===== config.mk =====
export PLATFORM = sky130hd
export DESIGN_NAME = seq_alu
export DESIGN_NICKNAME = d
export VERILOG_FILES = /design/src/rtl/seq_alu.sv
export SDC_FILE = /design/constraint.sdc
export NUM_CORES = 1
export LEC_CHECK = 0
export ABC_AREA = 1
export CORE_UTILIZATION = 56
export DETAILED_ROUTE_END_ITERATION = 10
export PLACE_DENSITY = 0.81
export SETUP_SLACK_MARGIN = 0.1
export SLEW_MARGIN = 30
export SYNTH_ARGS = -nofsm -noshare
export SYNTH_HDL_FRONTEND = slang
export SYNTH_SLANG_ARGS = --single-unit

===== constraint.sdc =====
create_clock -name Clk -period 1.9 [get_ports Clk]
set_input_delay 0.285 -clock Clk [delete_from_list [all_inputs] [get_ports Clk]]
set_output_delay 0.285 -clock Clk [all_outputs]
set_load 0.05 [all_outputs]

===== src/rtl/seq_alu.sv =====
// seq_alu: registered ALU with a carry register and a Start/Busy/Done handshake.
// Shifts run one bit per cycle unless SEQ_ALU_BARREL_SHIFT_EN selects a single-cycle barrel shifter.
module seq_alu #(
  parameter int W    = 8,
  parameter int OPS  = 4,
  parameter int IMMW = 5,
  parameter int SHW  = $clog2(W)
) (
  input  logic            Clk,
  input  logic            Reset_n,
  input  logic            Start,
  input  logic [OPS-1:0]  OP,
  input  logic [W-1:0]    InputA,
  input  logic [W-1:0]    InputB,
  input  logic [IMMW-1:0] Immediate,
  output logic            Busy,
  output logic            Done,
  output logic [W-1:0]    Out,
  output logic            Carry,
  output logic            Zero,
  output logic            Parity,
  output logic            Odd,
  output logic            Illegal
);
  localparam logic [OPS-1:0] OP_ADD = OPS'(0);
  localparam logic [OPS-1:0] OP_ADC = OPS'(1);
  localparam logic [OPS-1:0] OP_SUB = OPS'(2);
  localparam logic [OPS-1:0] OP_LSL = OPS'(3);
  localparam logic [OPS-1:0] OP_LSR = OPS'(4);
  localparam logic [OPS-1:0] OP_ASR = OPS'(5);
  localparam logic [OPS-1:0] OP_ROL = OPS'(6);
  localparam logic [OPS-1:0] OP_XOR = OPS'(7);
  localparam logic [OPS-1:0] OP_MOV = OPS'(8);
  localparam logic [OPS-1:0] OP_SEQ = OPS'(9);
  localparam logic [OPS-1:0] OP_SNE = OPS'(10);
  localparam logic [OPS-1:0] OP_MSK = OPS'(11);

  // One-bit shift/rotate step; returns {bit shifted out, next value}.
  function automatic logic [W:0] step1(input logic [OPS-1:0] op, input logic [W-1:0] v);
    logic signed [W-1:0] sv;
    logic [W:0]          r;
    sv = $signed(v);
    case (op)
      OP_LSL:  r = {v[W-1], v << 1};
      OP_LSR:  r = {v[0], v >> 1};
      OP_ASR:  r = {v[0], W'(sv >>> 1)};
      OP_ROL:  r = {v[W-1], v[W-2:0], v[W-1]};
      default: r = {1'b0, v};
    endcase
    return r;
  endfunction

`ifdef SEQ_ALU_BARREL_SHIFT_EN
  function automatic logic [W:0] shift_n(input logic [OPS-1:0] op, input logic [W-1:0] v,
                                         input logic [SHW-1:0] amt);
    logic [W:0]   r;
    logic [W-1:0] cur;
    logic         co_b;
    cur  = v;
    co_b = 1'b0;
    for (int i = 0; i < W; i++) begin
      if (i < int'(amt)) begin
        r    = step1(op, cur);
        co_b = r[W];
        cur  = r[W-1:0];
      end
    end
    return {co_b, cur};
  endfunction
`endif

  logic [W-1:0]   imm_ext;
  logic [SHW-1:0] k;
  logic [W-1:0]   out_q;
  logic           carry_q, done_q, illegal_q;
  logic [W-1:0]   res;
  logic           co, illegal_c;
  logic [W:0]     sum;
`ifdef SEQ_ALU_BARREL_SHIFT_EN
  logic [W:0]     sh;
`endif

  assign imm_ext = W'(Immediate);
  assign k       = imm_ext[SHW-1:0];

  always_comb begin
    res       = out_q;
    co        = carry_q;
    illegal_c = 1'b0;
    sum       = '0;
`ifdef SEQ_ALU_BARREL_SHIFT_EN
    sh        = '0;
`endif
    case (OP)
      OP_ADD: begin
        sum = {1'b0, InputA} + {1'b0, imm_ext};
        res = sum[W-1:0];
        co  = sum[W];
      end
      OP_ADC: begin
        sum = {1'b0, InputA} + {1'b0, InputB} + (W+1)'(carry_q);
        res = sum[W-1:0];
        co  = sum[W];
      end
      OP_SUB: begin
        sum = {1'b0, InputA} - {1'b0, InputB};
        res = sum[W-1:0];
        co  = ~sum[W];
      end
      OP_LSL, OP_LSR, OP_ASR, OP_ROL: begin
`ifdef SEQ_ALU_BARREL_SHIFT_EN
        sh  = shift_n(OP, InputA, k);
        res = sh[W-1:0];
        if (k != '0) co = sh[W];
`else
        res = InputA;
`endif
      end
      OP_XOR:  res = InputA ^ InputB;
      OP_MOV:  res = InputB;
      OP_SEQ:  res = W'(InputA == imm_ext);
      OP_SNE:  res = W'(InputA != imm_ext);
      OP_MSK:  res = W'(1) << InputB[SHW-1:0];
      default: illegal_c = 1'b1;
    endcase
  end

`ifdef SEQ_ALU_BARREL_SHIFT_EN
  assign Busy = 1'b0;

  always_ff @(posedge Clk or negedge Reset_n) begin
    if (!Reset_n) begin
      out_q     <= '0;
      carry_q   <= 1'b0;
      done_q    <= 1'b0;
      illegal_q <= 1'b0;
    end else begin
      done_q <= Start;
      if (Start) begin
        out_q     <= res;
        carry_q   <= co;
        illegal_q <= illegal_c;
      end
    end
  end
`else
  typedef enum logic {IDLE, SHIFT} state_t;

  state_t         state_q;
  logic [SHW-1:0] cnt_q;
  logic [OPS-1:0] shop_q;
  logic [W-1:0]   work_q;
  logic           busy_q;
  logic [W:0]     step;
  logic           is_shift;

  assign is_shift = OP inside {OP_LSL, OP_LSR, OP_ASR, OP_ROL};
  assign step     = step1(shop_q, work_q);
  assign Busy     = busy_q;

  always_ff @(posedge Clk or negedge Reset_n) begin
    if (!Reset_n) begin
      state_q   <= IDLE;
      busy_q    <= 1'b0;
      cnt_q     <= '0;
      shop_q    <= '0;
      out_q     <= '0;
      carry_q   <= 1'b0;
      done_q    <= 1'b0;
      illegal_q <= 1'b0;
    end else begin
      done_q <= 1'b0;
      case (state_q)
        IDLE: if (Start) begin
          if (is_shift && k != '0) begin
            state_q <= SHIFT;
            busy_q  <= 1'b1;
            cnt_q   <= k;
            shop_q  <= OP;
          end else begin
            out_q     <= res;
            carry_q   <= co;
            illegal_q <= illegal_c;
            done_q    <= 1'b1;
          end
        end
        SHIFT: begin
          cnt_q <= cnt_q - SHW'(1);
          if (cnt_q == SHW'(1)) begin
            state_q   <= IDLE;
            busy_q    <= 1'b0;
            done_q    <= 1'b1;
            out_q     <= step[W-1:0];
            carry_q   <= step[W];
            illegal_q <= 1'b0;
          end
        end
      endcase
    end
  end

  // Working register: tracks A while idle so a shift starts from the latched operand.
  always_ff @(posedge Clk) begin
    if (state_q == IDLE) work_q <= InputA;
    else                 work_q <= step[W-1:0];
  end
`endif

  assign Out     = out_q;
  assign Carry   = carry_q;
  assign Done    = done_q;
  assign Illegal = illegal_q;
  assign Zero    = ~|out_q;
  assign Parity  = ^out_q;
  assign Odd     = out_q[0];
endmodule

Word-level counts from Yosys, hierarchy flattened
Index checks and enable logic that the tools add are counted.
{"block": "classes", "n_eq_ne": 24, "muxes": 31, "reduce_logical": 15, "bitwise_logic": 3, "addsub": 5, "shifts": 1}
{"cell": "one-hot mux 8 bit (9 select lines)", "n": 1}
{"cell": "one-hot mux 9 bit (4 select lines)", "n": 1}
{"cell": "two-way mux 8 bit", "n": 4}
{"cell": "== test 4 x 3 -> 1 bit (second input constant)", "n": 7}
{"cell": "== test 4 bit (second input constant)", "n": 4}
{"cell": "one-hot mux 8 bit (2 select lines)", "n": 1}
{"cell": "two-way mux 1 bit", "n": 15}
{"cell": "== test 4 x 2 -> 1 bit (second input constant)", "n": 3}
{"cell": "OR reduction 12 bit", "n": 1}
{"cell": "!= test 10 x 1 -> 1 bit (second input constant)", "n": 1}
{"cell": "one-hot mux 1 bit (2 select lines)", "n": 5}
{"cell": "adder 8 x 5 -> 9 bit", "n": 1}
{"cell": "adder 8 x 8 -> 9 bit", "n": 1}
{"cell": "adder 9 x 1 -> 9 bit", "n": 1}
{"cell": "AND reduction 3 bit", "n": 3}
{"cell": "subtractor 8 x 8 -> 9 bit", "n": 1}
{"cell": "== test 8 x 5 -> 1 bit", "n": 1}
{"cell": "!= test 8 x 5 -> 1 bit", "n": 1}
{"cell": "AND reduction 4 bit", "n": 2}
{"cell": "OR reduction 8 bit", "n": 1}
{"cell": "XOR reduction 8 bit", "n": 1}
{"cell": "left shift 1 x 3 -> 8 bit (first input constant)", "n": 1}
{"cell": "bitwise XOR 8 bit", "n": 1}
{"cell": "two-way mux 3 bit", "n": 2}
{"cell": "other kinds (16)", "n": 19}
{"block": "word_totals", "out_inout_bits": 15, "wordCells": 88, "regBits": 28}

Longest topological paths before layout
{"block": "depth", "word_depth": 6, "depth_mapped": 13}

Least setup slack after synthesis
Ideal clock, no wire load.
{"block": "synth_path", "path_kind": "reg2out", "startpoint": "register out_q[4] (netlist: Out[4])", "endpoint": "output Parity", "path_buffers": 0, "arrival_time_ps": 2009, "required_ps": 1615, "stages_incl_launch_ff": 5, "setup_slack_ps": -394, "cell_sequence": "dfrtp_1 inv_1 ha_1 xnor2_1 xnor2_1"}
{"block": "synth_between", "elab_chain_cells": 1}
{"item": "from (decl)", "line_no": "74", "source": "logic [W-1:0] out_q;"}
{"item": "from (signal assigned)", "line_no": "181", "source": "out_q <= res;"}
{"item": "from (signal assigned)", "line_no": "193", "source": "out_q <= step[W-1:0];"}
{"item": "XOR reduction 8 bit", "line_no": "214", "source": "assign Parity = ^out_q;"}
{"item": "to (decl)", "line_no": "21", "source": "output logic Parity,"}
Every way passes these cells.

Final worst setup path
{"block": "layout_path", "startpoint": "register out_q[1] (netlist: Out[1])", "endpoint": "output Parity"}
Same word-level chain as after synthesis.

==> flow_summary.toml <==
[worst_setup_path]
cpMaxStageDelayCell = "dfrtp_1"
slowest_delay_ns = 0.41
path_cells = "inv_1, ha_1, xor2_1, buf_4, xnor2_4, buf_12"
crit_path_max_fanout = 2
start_kind = "register"
crit_type = "register to output pin"
critical_path_arrival_ns = 1.66
end_kind = "output pin"
worstPathRequired_ns = 1.62

[die]
placementRows = 27
fp.dieW_um = 77.5
die_h_um = 77.5
die_area_um2 = 6000
initial_utilization_pct = 57.9
num_io_pins = 43
coreArea_um2 = 5510

[timing]
hold_slack_ns = 0.332
period_share_pct = 102
slew_headroom_pct = 65.4
worst_pin_slew_ns = 0.519
hold_viol = 0
fin_setup_tns_ns = -0.0423
max_freq_ghz = 0.515
slew_viol_final = 0
clock_skew_ns = 0.00981
setup_viol = 1
fin_crit_ns = 1.94
rsz0062_at_grt = "true"
layout_setup_ws_ns = -0.0423

[synthesis]
async_flop_share_pct = 71.4
syn_inst = 503
syn_area_um2 = 3190
synth_top_area_share_pct = 15.7
syn_nets = 561
ys_seq_area_share_pct = 20.7
synth_area_leaders = "dfrtp_1 16%, nand2_1 15%, ha_1 10%"
yosys.cell_types.count = 39
synthFlopType = "dfrtp_1"
ys_ff_latch = 28
synth_edf_count = 0
yosysWarnings = 0
avgSynthCellArea_um2 = 6.34
yosysTopAreaCell = "dfrtp_1"

[flow_run]
drv_cap = 0

[global_routing]
grt-ovfl-total = 0
antenna_found_initial = 0
grt_usage_pct = 37.2
grt_max_degree = 21
grt_pass1_vias = 3754
grt_first_pass_wirelength_um = 17700

[placed_design]
pre_cts_ws_ns = -0.462
gp_congestion = 0.930
postPlaceCellArea_um2 = 4220
hpwl_um = 8170
portBuffers = 42

[route]
wl_per_cell_um = 17.1
first_pass_iters = 8
antenna_left = 0
viasPerCell = 5.92
drt-initial-drc-count = 511
wirelength_um = 11800
route.detailed.drc = 0
vias = 4074

[cts]
htreeDepth = 1
cts_root_buf = "clkbuf_8"
clk_pin_slew_worst_paths_ns = 0.11
clkLatencyLatePin_ns = 0.29
cts_buffer_depth = 2
ctsHoldBuffers = 0
cts_tree = "done"
cts_num_sinks = 28
cts-buffers-inserted = 3

[layout]
fillers = 354
layout-drive-gt1-share_pct = 29.7
fin_nets = 675
fin_util_pct = 84.8
stdcell_area_um2 = 4670
area_growth_pct = 46.4
n_antenna_cell = 0

[power_and_ir_drop]
p_leak_nw = 2.37
peakVddDrop_v = 0.00297
power_density_nw_per_um2 = 1370

[status]
violations = "setup timing"
status = "finished, violations left"

[hold_path]
hold_path_class = "primary input to asynchronous set/reset pin"
cells in the mapped netlist, types with 4 or more instances:
| cell | instances |
|---|---|
| o21bai_1 | 6 |
| inv_2 | 6 |
| nor3_1 | 4 |
| nand4_1 | 14 |
| fa_1 | 4 |
| nor2_1 | 46 |
| o211ai_1 | 5 |
| nand2_2 | 7 |
| inv_1 | 74 |
| ha_1 | 26 |
| o21ai_0 | 18 |
| buf_2 | 6 |
| a21oi_2 | 6 |
| xnor2_1 | 6 |
| nand2_1 | 129 |
| a21oi_1 | 19 |
| dfxtp_1 | 8 |
| nand3_1 | 57 |
| dfrtp_1 | 20 |
| a31oi_1 | 7 |
| o22ai_1 | 6 |
cell usage in the layout, fill, tap and decap left out, types with 11 or more instances in the layout:
master,Yosys,routed
nand3_1,57,46
ha_4,0,13
clkdlybuf4s50_1,0,19
a21oi_1,19,13
ha_1,26,12
inv_1,74,63
nand4_1,14,14
dfrtp_1,20,18
nor2_1,46,41
nand2_1,129,122
dlymetal6s2s_1,0,13
a21oi_2,6,12
nand2_2,7,14
inv_2,6,17
buf_4,3,76
nand3_2,0,11
o21ai_0,18,14
per-layer routing:
layer,vias up,routed length [um],track usage [%]
met5,-,0,0
met4,0,478,16.6
met3,57,1080,2.94
met2,303,5770,65.7
met1,1842,4450,46.0
li1,1872,-,-
power by group:
group	internal, mW	switching (mW)	leakage [nW]
combinational	1.95	2.73	2.04
sequential	0.908	0.294	0.302
clock	0.283	0.207	0.0357
final timing paths:
kind / start / to / slack, ns / cells past startpoint
max: Out[1] / Parity / -0.04 / 6
min: Reset_n / cnt_q[2] / 0.33 / 2
max reg2reg: Carry / Carry / 0.04 / 12
min reg2reg: Illegal / Illegal / 0.53 / 2
max in group asynchronous: Reset_n / shop_q[1] / 1.34 / 2
min in group Clk: Immediate[2] / cnt_q[2] / 0.40 / 3
what timing repair did:
action | in CTS | in global routing
setup buffers | 6 | 0
gates resized for setup | 45 | 51
pin swaps | 10 | 13
gates cloned | 0 | 1
setup endpoints to repair | 11 | 17
worst max-delay path, delay by kind of cell (launching register included):
kind	cells	cell delay, ns
flops	1	0.41
buf+inv	3	0.36
xor+xnor	2	0.29
fa+ha+maj	1	0.29
kinds of logic (layout without fill, tap and decap cells):
| family | Yosys count | count (layout) | share of synthesized area (%) |
|---|---|---|---|
| AO/OA/AOI/OAI | 76 | 76 | 14.9 |
| XOR/XNOR | 8 | 8 | 2.20 |
| adder cells (fa/ha/maj) | 30 | 30 | 12.7 |
| buffers and inverters | 93 | 205 | 11.7 |
| flip-flops | 28 | 28 | 20.7 |
| AND/OR/NAND/NOR | 268 | 269 | 37.8 |
stage by stage:
stage	total power [mW]	instances
floorplan	3.94	503
global placement	5.25	677
detailed placement	5.40	677
CTS	6.14	687
global route	6.71	688
finish	6.38	688
registers in the layout, indices dropped and copies added, names as in the netlist:
name and cells:
Busy 1, Carry 1, Done 1, Illegal 1, Out 8, cnt_q 3
shop_q 4, state_q 1, work_q 8
layout make-up:
cell class / count / area [um2] / share of cell area [%]
Clock buffer: 3 / 41.3 / 0.884
Clock inverter: 1 / 30.0 / 0.643
Sequential cell: 28 / 663 / 14.2
Timing Repair Buffer: 119 / 1040 / 22.2
Multi-Input combinational cell: 383 / 2490 / 53.4
Tap cell: 72 / 90.1 / 1.93
Inverter: 82 / 313 / 6.70
Note: power is estimated with default switching activity, not from simulation.
==> RTL edit 1: new RTL, same flow settings <==
Build with the macro `SEQ_ALU_BARREL_SHIFT_EN` defined.
--- a/src/rtl/seq_alu.sv
+++ b/src/rtl/seq_alu.sv
@@ -1,4 +1,6 @@
 // seq_alu: registered ALU with a carry register and a Start/Busy/Done handshake.
 // Shifts run one bit per cycle unless SEQ_ALU_BARREL_SHIFT_EN selects a single-cycle barrel shifter.
+`define SEQ_ALU_BARREL_SHIFT_EN
+
 module seq_alu #(
   parameter int W    = 8,
Function: changed (Yosys sat finds a counterexample within 4 cycles, from zero or initial values and one cycle with Reset_n low).
==> RTL edit 1 against the original RTL <==
The run now fails in clock tree synthesis. Area after synthesis rose by 9.4%.
==> RTL edit 1: results (changes against the original RTL) <==
Share of flip-flops with an asynchronous set or reset after synthesis: 100% (+29 points). The commonest cells after synthesis are sky130_fd_sc_hd__nand2_1 (175), sky130_fd_sc_hd__nand3_1 (93), sky130_fd_sc_hd__inv_1 (81). The tree is rooted in a sky130_fd_sc_hd__clkbuf_8. The number of synthesized register bits was 11 (-61%); the number of distinct library cell variants in the gate-level netlist after synthesis was 46 (+18%). The first error in the log reads "[ERROR DPL-0038] Utilization greater than 100%, impossible to legalize".

The run stopped with a tool error. Predominant post-synthesis flop cell: sky130_fd_sc_hd__dfrtp_1. The post-cts sizing count came out at 142 (+220%). For the half-perimeter wire length after placement, the log shows 12,000 um (+47%).

The total of buffers placed on input and output ports is 41 (-2.4%). The weighted congestion reported at the end of routability-driven placement is 1.00 (+8.0%). The terminating stage of the flow was clock tree synthesis. The run gives 7.89% (-13 points) as the share of synthesized area occupied by flip-flops and latches.

By area the synthesized netlist is led by sky130_fd_sc_hd__nand2_1 (19%), sky130_fd_sc_hd__nand3_1 (13%), sky130_fd_sc_hd__inv_1 (8.7%), sky130_fd_sc_hd__ha_1 (8.6%), sky130_fd_sc_hd__dfrtp_1 (7.9%). Average footprint of a synthesized cell: 5.55 um^2 (-13%). The run gives 2 (unchanged) as the worst-case clock buffer depth. The tools report the post-CTS setup buffer count as 18 (+12). Net count of the mapped netlist: 685 (+22%). The total clock buffers created by CTS came out at 3 (unchanged).

The tools report the maximum level of the CTS H-tree as 1 (unchanged). The logs give 0 (unchanged) for the count of synthesis-stage warnings from yosys and 880 (+30%) for the number of cells after detailed placement.
[RTL edit 1: stage by stage]
| step | hold slack (ns) | setup WS (ns) | instance area [um^2] | TNS [ns] |
|---|---|---|---|---|
| 2_1_floorplan | -0.0106 | -0.461 | 3720 | -3.09 |
| 3_3_place_gp | 0.486 | -1.31 | 5280 | -11.14 |
| 3_5_place_dp | 0.496 | -1.47 | 5280 | -12.36 |
[RTL edit 1: cells by family after synthesis]
family | after synthesis | share of synthesized area [%]
and+or+nand+nor | 392 | 52.3
other | 1 | 0.108
adders and majority gates | 28 | 10.9
DFF | 11 | 7.89
buffers and inverters | 101 | 11.7
xor gates and xnor gates | 9 | 2.26
AOI/OAI and AO/OA | 87 | 14.9
==> RTL edit 2: new RTL, config.mk and constraints unchanged <==
Made on the original files. Put a register stage on the outputs `Zero`, `Parity` and `Odd`, without a reset. The values now appear one clock later. The other outputs are not delayed to match.
--- a/src/rtl/seq_alu.sv
+++ b/src/rtl/seq_alu.sv
@@ -211,6 +211,8 @@
   assign Done    = done_q;
   assign Illegal = illegal_q;
-  assign Zero    = ~|out_q;
-  assign Parity  = ^out_q;
-  assign Odd     = out_q[0];
+  always_ff @(posedge Clk) begin
+    Zero   <= ~|out_q;
+    Parity <= ^out_q;
+    Odd    <= out_q[0];
+  end
 endmodule
Formal check against the unedited RTL: not equivalent (a bounded check fails within 4 cycles, from zero or initial values and one cycle with Reset_n low).
==> RTL edit 2 against the original RTL <==
The run still ends with negative setup slack left. Final area is 3.2% higher. Clock power is 42% higher. Area after synthesis is 3.9% higher. Power is 12% lower. Combinational power is 23% lower. Count of clock-buffer cells in the layout is 3 higher. Routed wire length is 8.8% higher. Critical path depth is 5 higher. Sequential share of layout area is 0.78 points higher. Worst setup slack better by 0.026 ns. Sequential power is 6% higher. Sequential cell count is 3 higher. Critical path type is now in2reg. Critical endpoint is now Out[5].
==> RTL edit 2: results (changes against the original RTL) <==
For the number of detailed-route iterations in the first pass, the log shows 5 (-3). The met3 track utilization from global routing is 9.43% (+6.5 points), and the post-CTS setup buffer count is 3 (-3). The critical path data required time came out at 2.12 ns (+0.50 ns). The final number of setup-violating endpoints is 1 (unchanged). The final reports fail on negative setup slack. Peak per-stage delay on the critical path: 0.56 ns (+0.15 ns). Met1 routed wirelength after detailed routing: 4890 um (+10%). The logs give -0.0165 ns (+0.0258 ns) for the least setup slack across all paths after layout and 1.20 mV (-59%) for the maximum resistive drop on vdd. Ranked by instance count, the synthesized netlist is headed by sky130_fd_sc_hd__nand2_1 (129), sky130_fd_sc_hd__inv_1 (78), sky130_fd_sc_hd__nand3_1 (46). The DRC violation total after the first TritonRoute iteration is 483 (-5.5%).

The share of flip-flops with an asynchronous set or reset after synthesis is 64.5% (-6.9 points), and the post-place setup slack is -0.583 ns (-0.121 ns). The detailed route wirelength on metal3 was 1280 um (+19%); the count of nets after finishing was 681 (+0.89%). The tools report the number of global-route vias before repair as 3,791 (+0.99%). The family with the most delay on the worst path was simple AND/OR/NAND/NOR gates. The fraction of power spent switching nets is 49.9% (-0.79 points). The maximum level of the CTS H-tree is 2 (+1), and the post-cts sizing count is 43 (-4.4%). The endpoint identified for the worst register-to-register timing path is Out[1]. The flow ran to the end, but the final reports show violations. The global-route track usage on met1 is 47.2% (+1.2 points), and the power share of the sequential group is 22.6% (+3.8 points). The power drawn by the sequential cells came out at 1270 uW (+6%).
[RTL edit 2: final cells by class]
type                    instances  area, um^2  share of cell area, %
repair buffers                121        1050                   21.9
multi-input cells             377        2480                   51.6
clock buffers                   6        82.6                   1.71
flip-flops and latches         31         722                   15.0
well taps                      72        90.1                   1.87
clock inverters                 2        35.0                  0.727
inverters                      87         349                   7.24
[RTL edit 2: cells by family after synthesis]
group,Yosys count,synth area share [%]
flops,31,21.7
simple gates,260,36.2
compound gates,78,15.5
buf+inv,97,11.9
xor+xnor,9,2.38
fa+ha+maj,30,12.2
[RTL edit 2: metrics by stage]
stage / util, % / setup TNS (ns) / std cells / instance area, um^2
after detailed placement: 77.5 / -4.55 / 682 / 4350
final: 85.9 / -0.0165 / 696 / 4820
after floorplan: - / 0 / 505 / 3330
after CTS: 82.3 / 0 / 693 / 4610
after global routing: 85.9 / -0.0964 / 696 / 4820
after global placement: 77.5 / -3.89 / 682 / 4350
